===== config.mk =====
export PLATFORM = sky130hd
export DESIGN_NAME = rns_result_collector
export DESIGN_NICKNAME = d
export VERILOG_FILES = /design/src/rtl/rns_result_collector.sv
export SDC_FILE = /design/constraint.sdc
export NUM_CORES = 1
export LEC_CHECK = 0
export CORE_MARGIN = 1
export CORE_UTILIZATION = 40
export DETAILED_ROUTE_END_ITERATION = 10
export PLACE_DENSITY = 0.65
export SYNTH_ARGS = -nofsm -noshare
export SYNTH_HDL_FRONTEND = slang
export SYNTH_SLANG_ARGS = --single-unit

===== constraint.sdc =====
create_clock -name clk -period 5.2 [get_ports clk]
set_input_delay 1.04 -clock clk [delete_from_list [all_inputs] [get_ports clk]]
set_output_delay 1.04 -clock clk [all_outputs]
set_load 0.005 [all_outputs]

===== src/rtl/rns_result_collector.sv =====
// rns_result_collector
// Return path for the RNS add/sub/mul units. A small tag FIFO records the op
// code of every issued operation, and results are returned strictly in issue
// order through a single registered output stage with valid/ready handshake.
// Op code 3 ("zero") completes with result 0 and never waits on a unit.

module rns_result_collector #(
  parameter int W     = 4,
  parameter int DEPTH = 4
) (
  input  logic                         clk,
  input  logic                         rst,
  input  logic                         issue_valid,
  input  logic [1:0]                   issue_sel,
  output logic                         issue_ready,
  input  logic [W-1:0]                 add_res,
  input  logic                         add_valid,
  output logic                         add_ack,
  input  logic [W-1:0]                 sub_res,
  input  logic                         sub_valid,
  output logic                         sub_ack,
  input  logic [W-1:0]                 mul_res,
  input  logic                         mul_valid,
  output logic                         mul_ack,
  output logic [W-1:0]                 res_data,
  output logic [1:0]                   res_sel,
  output logic                         res_valid,
  input  logic                         res_ready,
  output logic [$clog2(DEPTH+1)-1:0]   pending
);

  localparam int AW = $clog2(DEPTH);
  localparam int CW = $clog2(DEPTH+1);

  localparam logic [1:0] SEL_ADD  = 2'd0;
  localparam logic [1:0] SEL_SUB  = 2'd1;
  localparam logic [1:0] SEL_MUL  = 2'd2;
  localparam logic [1:0] SEL_ZERO = 2'd3;

  typedef enum logic {
    OUT_EMPTY = 1'b0,
    OUT_FULL  = 1'b1
  } out_state_t;

  out_state_t        state_reg, state_next;
  logic [W-1:0]      res_data_reg, res_data_next;
  logic [1:0]        res_sel_reg, res_sel_next;

  // Tag storage is only a handful of 2-bit entries; the head is read
  // asynchronously so a ready head can pop in the cycle after its issue.
  logic [1:0]        tag_mem [DEPTH];
  logic [AW-1:0]     rd_ptr_reg, wr_ptr_reg;
  logic [CW-1:0]     count_reg;

  logic [1:0]        head;
  logic              fifo_empty;
  logic              push;
  logic              eligible;
  logic              pop;
  logic [W-1:0]      head_res;

  assign head        = tag_mem[rd_ptr_reg];
  assign fifo_empty  = (count_reg == '0);
  // Readiness depends only on the registered count: no bypass when full.
  assign issue_ready = (count_reg != CW'(DEPTH));
  assign push        = issue_valid && issue_ready && !rst;

  // Head eligibility: the matching unit must be valid, zero ops always are.
  always_comb begin
    eligible = 1'b0;
    head_res = '0;
    if (!fifo_empty) begin
      case (head)
        SEL_ADD:  begin eligible = add_valid; head_res = add_res; end
        SEL_SUB:  begin eligible = sub_valid; head_res = sub_res; end
        SEL_MUL:  begin eligible = mul_valid; head_res = mul_res; end
        default:  begin eligible = 1'b1;      head_res = '0;      end
      endcase
    end
  end

  // Gating with rst keeps every ack low while reset is asserted.
  assign pop     = eligible && ((state_reg == OUT_EMPTY) || res_ready) && !rst;
  assign add_ack = pop && (head == SEL_ADD);
  assign sub_ack = pop && (head == SEL_SUB);
  assign mul_ack = pop && (head == SEL_MUL);

  // Output stage next state: load on pop, drain when consumed, else hold.
  always_comb begin
    state_next    = state_reg;
    res_data_next = res_data_reg;
    res_sel_next  = res_sel_reg;
    if (pop) begin
      state_next    = OUT_FULL;
      res_data_next = head_res;
      res_sel_next  = head;
    end else if ((state_reg == OUT_FULL) && res_ready) begin
      state_next    = OUT_EMPTY;
    end
  end

  // Output stage registers.
  always_ff @(posedge clk) begin
    if (rst) begin
      state_reg    <= OUT_EMPTY;
      res_data_reg <= '0;
      res_sel_reg  <= '0;
    end else begin
      state_reg    <= state_next;
      res_data_reg <= res_data_next;
      res_sel_reg  <= res_sel_next;
    end
  end

  // Tag write; contents need no reset because the count qualifies them.
  always_ff @(posedge clk) begin
    if (push) begin
      tag_mem[wr_ptr_reg] <= issue_sel;
    end
  end

  // FIFO pointers (wrap naturally, DEPTH is a power of 2) and occupancy.
  always_ff @(posedge clk) begin
    if (rst) begin
      rd_ptr_reg <= '0;
      wr_ptr_reg <= '0;
      count_reg  <= '0;
    end else begin
      if (push) wr_ptr_reg <= wr_ptr_reg + AW'(1);
      if (pop)  rd_ptr_reg <= rd_ptr_reg + AW'(1);
      case ({push, pop})
        2'b10:   count_reg <= count_reg + CW'(1);
        2'b01:   count_reg <= count_reg - CW'(1);
        default: count_reg <= count_reg;
      endcase
    end
  end

  assign res_data  = res_data_reg;
  assign res_sel   = res_sel_reg;
  assign res_valid = (state_reg == OUT_FULL);
  assign pending   = count_reg;

endmodule


==> run_results.csv, run 1 <==
group,metric,value,unit
layout,fillers,296,
floorplan,rows,20,
floorplan,coreArea,0.00303,sq mm
sta,setup_violations,0,
logic_synthesis,async_flop_share,0,%
sta,hold_violations,0,
detailed_routing,dr.pass1.iters,7,
setup_path,critical-path-top-delay-family,"buffers and inverters",
sta,fin_tns_setup,0,ns
logic_synthesis,yosysSeqAreaShare,44.4,%
logic_synthesis,synth-edff-count,8,
grt,gr-total-overflow,0,
placed_design,dp.cells,192,
logic_synthesis,synth-compound-area-share,10.6,%
layout,fin_cells,196,
detailed_routing,via_per_inst,4.94,
floorplan,initial_core_util,41.7,%
logic_synthesis,synthTopCellsByArea,"dfxtp_1 (25%), edfxtp_1 (19%), mux2i_1 (6.3%)",
logic_synthesis,synthDistinctLibCells,36,
cts,clock_sinks,24,
setup_path,r2r_end,"pending[1]$_SDFFE_PP0P_",
sta,relSlewSlack,53.9,%
cts,cts_tree,"yes",
grt,grt_pass1_wl,3920,um
setup_path,cp_max_fo,18,
setup_path,worst_setup_path_start_kind,"input pin",
sta,clock.fmax,223,MHz
setup_path,critical_path_class,"in2out",
power_and_ir_drop,power_density,414,mW/mm^2
logic_synthesis,syn_area_per_cell,10.4,sq um
logic_synthesis,synthXorXnorAreaFrac,3.17,%
setup_path,worstSetupPathDepth,7,
grt,first_global_vias,934,
floorplan,num_io_pins,35,
detailed_routing,drtAntennaViolNets,0,
layout,area_delta_synth_final,30.7,%
floorplan,die-area,0.00339,sq mm
worst_hold_path,hold_class,"reg2reg",
sta,rsz0062_at_grt,"false",
cts,clk_pin_slew_worst_paths,0.12,ns
sta,fin_crit,4.48,ns
sta,finalCritPeriodShare,86.1,%
layout,drive_gt1_share,6.58,%
status,outcome,"finished clean",
logic_synthesis,synth_warnings,0,
cts,cts_buffer_depth,2,
setup_path,r2r_cells,10,
detailed_routing,drc,0,
floorplan,chipHeight,58.2,um
setup_path,critPathCapture,"add_ack",
logic_synthesis,synth_seq_cells,24,
cts,cts_root_buffer,"clkbuf_4",
detailed_routing,wire_per_inst,12.1,um
logic_synthesis,netlist.area_leader.share,25.3,%
logic_synthesis,synth-simple-area-share,19.6,%
grt,grt_usage,15.1,%
setup_path,worstPathArrival,3.44,ns
cts,postCtsHoldBufs,0,
logic_synthesis,synth_top_family_by_area,"simple AND/OR/NAND/NOR gates",
sta,maxSlewViolCount,0,
logic_synthesis,synth_fa_ha_area_share,5.54,%
flow_run,maxCapViolations,0,
cts,cts_resized,0,
floorplan,die_w,58.2,um
cts,post_cts_buffers,0,
detailed_routing,finalWirelength,2380,um
grt,antenna_found_initial,0,
cts,cts_buffers,3,
setup_path,slowest_delay,0.62,ns
power_and_ir_drop,ir_drop,0.183,mV
layout,largest_reg_flops,8,
setup_path,required,4.16,ns
layout,fin_nets,179,
logic_synthesis,synth_common_cells,"dfxtp_1 (16), nor2_1 (15), a21oi_1 (9), nand2b_1 (9)",
logic_synthesis,synthesis.nets,147,
setup_path,critical_path_buf_inv_count,2,
placed_design,dpl.hpwl,1820,um
logic_synthesis,synthMuxAreaShare,13.2,%
power_and_ir_drop,power.total,683,uW
detailed_routing,initialDrtViolationCount,33,
grt,grt_max_degree,24,
setup_path,crit_slowest_cell,"o2111a_1",
setup_path,critPathCaptureType,"primary output",
setup_path,rrSetupSlack,1.83,ns
layout,diodes,0,
logic_synthesis,synth_area,0.00126,sq mm
sta,clock_skew,0.00339,ns
placed_design,port_buffers,34,
logic_synthesis,netlist_instances,121,
setup_path,cp-startpoint,"res_ready",
cts,clock_latency,0.30,ns
detailed_routing,num_vias,969,
logic_synthesis,synth.largest_area_cell,"dfxtp_1",
setup_path,path_cells,"clkdlybuf4s50_1, nand2b_1, o31a_1, o2111a_1, nand2b_1, nor3_1, clkdlybuf4s50_1",
cts,htreeDepth,1,
logic_synthesis,yosysMostFrequentCell,"dfxtp_1",
layout,utilization,54.5,%
placed_design,gp_congestion,0.682,
logic_synthesis,synthFlopType,"dfxtp_1",
power_and_ir_drop,leakage,0.000600,uW
sta,worstMarginPinSlew,0.689,ns
==> tightest hold or removal path, stage by stage, from the launching register on <==
cell	delay, ns
dfxtp_1	0.33
nand2b_1	0.06
o22ai_1	0.07
==> power breakdown <==
part           total (uW)  internal [uW]  switching, uW  leakage, uW
sequential            279            240           39.4     0.000204
clock                81.9           29.9           52.0    0.0000150
combinational         322            179            143     0.000381
total                 683            448            235     0.000600
==> metal layers <==
layer / global-route usage, % / part of all wire (%) / vias up
met2: 24.6 / 46 / 20
met4: 7.14 / 0.88 / 0
met5: 0 / 0 / -
met1: 19.6 / 49 / 449
li1: - / - / 498
met3: 2.23 / 4.1 / 2
==> per-stage QoR <==
step,instance area (sq um),hold slack [ns],setup WS (ns)
after CTS,1650,0.505,0.723
after global routing,1650,0.523,0.548
after global placement,1630,0.480,0.773
after detailed placement,1630,0.486,0.735
after floorplan,1260,0.469,2.08
final,1650,0.496,0.723
==> cells in the final DEF, fill, tap and decap left out <==
master / synthesis / final
a21oi_1: 9 / 9
a31o_2: 2 / 2
and2_1: 5 / 5
clkbuf_1: 6 / 1
clkbuf_4: 0 / 3
clkdlybuf4s50_1: 0 / 34
dfxtp_1: 16 / 16
edfxtp_1: 8 / 8
fa_1: 1 / 1
ha_1: 4 / 4
inv_1: 3 / 3
mux2_2: 2 / 2
mux2_4: 1 / 1
mux2i_1: 8 / 8
mux4_1: 1 / 1
mux4_2: 1 / 1
nand2_1: 4 / 4
nand2b_1: 9 / 9
nand3_1: 1 / 1
nand4b_1: 1 / 1
nor2_1: 15 / 15
nor2b_1: 2 / 2
nor3_1: 1 / 1
nor3b_1: 1 / 1
nor4_1: 1 / 1
nor4b_1: 2 / 2
o2111a_1: 1 / 1
o21ai_0: 2 / 2
o21bai_1: 1 / 1
o22ai_1: 4 / 4
o311ai_1: 1 / 1
o31a_1: 1 / 1
or3b_2: 1 / 1
or4_1: 1 / 1
or4b_1: 1 / 1
xnor2_1: 2 / 2
xnor3_1: 1 / 1
==> how the worst min path moves through the flow <==
| stage | startpoint | endpoint | slack (ns) | cells past startpoint |
|---|---|---|---|---|
| 4_1_cts | res_data[2]$_SDFFE_PP0P_ | res_data[2]$_SDFFE_PP0P_ | 0.51 | 2 |
| 6_report | res_data[2]$_SDFFE_PP0P_ | res_data[2]$_SDFFE_PP0P_ | 0.50 | 2 |
| 3_3_place_gp | res_data[2]$_SDFFE_PP0P_ | res_data[2]$_SDFFE_PP0P_ | 0.48 | 2 |
| 2_1_floorplan | wr_ptr_reg[1]$_SDFFE_PP0P_ | wr_ptr_reg[1]$_SDFFE_PP0P_ | 0.47 | 2 |
| 3_5_place_dp | res_sel[1]$_SDFFE_PP0P_ | res_sel[1]$_SDFFE_PP0P_ | 0.49 | 2 |
| 5_1_grt | res_data[0]$_SDFFE_PP0P_ | res_data[0]$_SDFFE_PP0P_ | 0.52 | 2 |
==> area by class of cell <==
type	count	area (sq um)	area share, %
well taps	44	55.1	3.33
repair buffers	34	340	20.6
inverters	3	11.3	0.682
multi-input cells	87	658	39.8
clock buffers	4	26.3	1.59
flip-flops and latches	24	561	33.9
==> logic make-up (layout without fill, tap and decap cells) <==
| family | count (synthesis) | count (layout) |
|---|---|---|
| buffers and inverters | 10 | 41 |
| flip-flops | 24 | 24 |
| AND/OR/NAND/NOR | 45 | 45 |
| adder cells (fa/ha/maj) | 5 | 5 |
| multiplexers | 13 | 13 |
| AO/OA/AOI/OAI | 21 | 21 |
| XOR/XNOR | 3 | 3 |
(Power assumes the default switching activity.)
==> inputs of run 2 (changes only) <==
Settings changed: ABC_AREA set to 0, CTS_BUF_LIST set to sky130_fd_sc_hd__clkbuf_16.
==> run 2 against run 1 <==
  * Die area unchanged
  * Total power is 12% higher
  * First-iteration DRC count decreased by 18%
  * Largest cell class unchanged
  * Clock skew about the same
  * Combinational power hardly changed
  * Setup slack worse by 0.0092 ns
  * Critical endpoint unchanged
==> run_results.csv, run 2 (synthesized netlist as in run 1, its figures left out) <==
group,metric,value,unit
detailed_routing,drc,0,
floorplan,initial_core_util,41.7,%
layout,layout_commonest_cell,"clkdlybuf4s50_1",
sta,relSlewSlack,53.7,%
cts,cts_buffer_depth,2,
sta,hold_violations,0,
flow_run,maxCapViolations,0,
power_and_ir_drop,leakage,0.000627,uW
setup_path,critPathCaptureType,"primary output",
layout,fin_nets,179,
setup_path,worst_setup_path_start_kind,"input pin",
detailed_routing,dr.pass1.iters,7,
detailed_routing,num_vias,974,
layout,drive_gt1_share,6.58,%
cts,postCtsHoldBufs,0,
sta,setup_violations,0,
power_and_ir_drop,p_comb_share,42.0,%
grt,grt_max_degree,24,
grt,antenna_found_initial,0,
sta,rsz0062_at_grt,"false",
layout,fillers,291,
cts,htreeDepth,1,
power_and_ir_drop,internal-power,522,uW
setup_path,crit_slowest_cell,"o2111a_1",
power_and_ir_drop,ir_drop,0.187,mV
setup_path,cp_max_fo,18,
power_and_ir_drop,p_switching,243,uW
setup_path,critical_path_class,"in2out",
grt,grt_use_met3,4.24,%
cts,clock_latency,0.25,ns
cts,clk_pin_slew_worst_paths,0.06,ns
sta,clock_skew,0.00295,ns
power_and_ir_drop,swShare,31.8,%
detailed_routing,drtAntennaViolNets,0,
layout,final_cell_mix,"clkdlybuf4s50_1 (34), dfxtp_1 (16), nor2_1 (15)",
detailed_routing,initialDrtViolationCount,27,
cts,cts_tree,"yes",
grt,grt_usage,15.8,%
power_and_ir_drop,seqPwrFrac,36.7,%
sta,worstMarginPinSlew,0.693,ns
setup_path,worstPathArrival,3.45,ns
sta,fin_crit,4.49,ns
sta,finalCritPeriodShare,86.3,%
placed_design,port_buffers,34,
layout,largest_reg_flops,8,
floorplan,die_w,58.2,um
cts,clock_sinks,24,
grt,grt_pass1_wl,3970,um
sta,fin_tns_setup,0,ns
layout,utilization,56.3,%
layout,area_delta_synth_final,34.9,%
sta,clock.fmax,223,MHz
cts,cts_root_buffer,"clkbuf_16",
status,outcome,"finished clean",
setup_path,slowest_delay,0.63,ns
detailed_routing,finalWirelength,2420,um
floorplan,die-area,0.00339,sq mm
grt,grt.busiest_layer,"met2",
detailed_routing,wire_per_inst,12.3,um
layout,diodes,0,
cts,cts_buffers,3,
placed_design,dpl.hpwl,1820,um
grt,gr-total-overflow,0,
floorplan,coreArea,0.00303,sq mm
setup_path,required,4.16,ns
floorplan,num_io_pins,35,
power_and_ir_drop,power_density,449,mW/mm^2
cts,post_cts_buffers,0,
sta,maxSlewViolCount,0,
floorplan,chipHeight,58.2,um
detailed_routing,via_per_inst,4.97,
grt,first_global_vias,927,
power_and_ir_drop,p_clk_share,21.3,%
placed_design,gp_congestion,0.682,
setup_path,path_cells,"clkdlybuf4s50_1, nand2b_1, o31a_1, o2111a_1, nand2b_1, nor3_1, clkdlybuf4s50_1",
grt,grt_util_met1,19.7,%
grt,use_met2,24.6,%
worst_hold_path,hold_class,"reg2reg",
floorplan,rows,20,
cts,cts_resized,0,
## run 2: cell count changes in the layout (fill, tap and decap cells not counted), sizes merged
cell	before	now
clkbuf	4	3
inv	3	4
## run 2: per-stage QoR
stage | power (uW) | hold WS [ns] | instance area [sq um] | setup slack (ns) | instances
2_1_floorplan | 495 | 0.469 | 1260 | 2.08 | 121
3_3_place_gp | 600 | 0.480 | 1630 | 0.773 | 192
3_5_place_dp | 605 | 0.486 | 1630 | 0.735 | 192
4_1_cts | 771 | 0.497 | 1700 | 0.723 | 196
5_1_grt | 817 | 0.513 | 1700 | 0.548 | 196
6_report | 765 | 0.492 | 1700 | 0.714 | 196
## run 2: worst max-delay path: cells and delay by family
family	cells	cell delay [ns]
buffers and inverters	2	0.96
AOI/OAI and AO/OA	2	0.83
and+or+nand+nor	3	0.61
## run 2: power groups by stage
stage | Combinational [uW] | Sequential, uW | Clock [uW]
2_1_floorplan | 218 | 277 | 0
3_3_place_gp | 317 | 283 | 0
3_5_place_dp | 321 | 284 | 0
4_1_cts | 323 | 281 | 168
5_1_grt | 356 | 287 | 175
6_report | 321 | 281 | 163
## run 2: layer usage
metal  part of all wire, %  vias up
li1                      -      498
met1                    49      452
met2                    46       22
met3                   4.0        2
met4                   1.2        0
met5                     0        -
## run 2: final timing paths
| check | from | end | slack, ns | cells after the start |
|---|---|---|---|---|
| max | res_ready | add_ack | 0.71 | 7 |
| min | res_data[1]$_SDFFE_PP0P_ | res_data[1]$_SDFFE_PP0P_ | 0.49 | 2 |
| max reg2reg | flop | pending[1]$_SDFFE_PP0P_ | 1.82 | 10 |
| min reg2reg | res_data[1]$_SDFFE_PP0P_ | res_data[1]$_SDFFE_PP0P_ | 0.49 | 2 |
## run 2: cell type report
type | count | area (sq um) | share of cell area [%]
multi-input cells | 87 | 658 | 38.6
repair buffers | 34 | 340 | 20.0
inverters | 3 | 11.3 | 0.661
flip-flops and latches | 24 | 561 | 32.9
clock buffers | 3 | 75.1 | 4.41
clock inverters | 1 | 3.75 | 0.220
well taps | 44 | 55.1 | 3.23
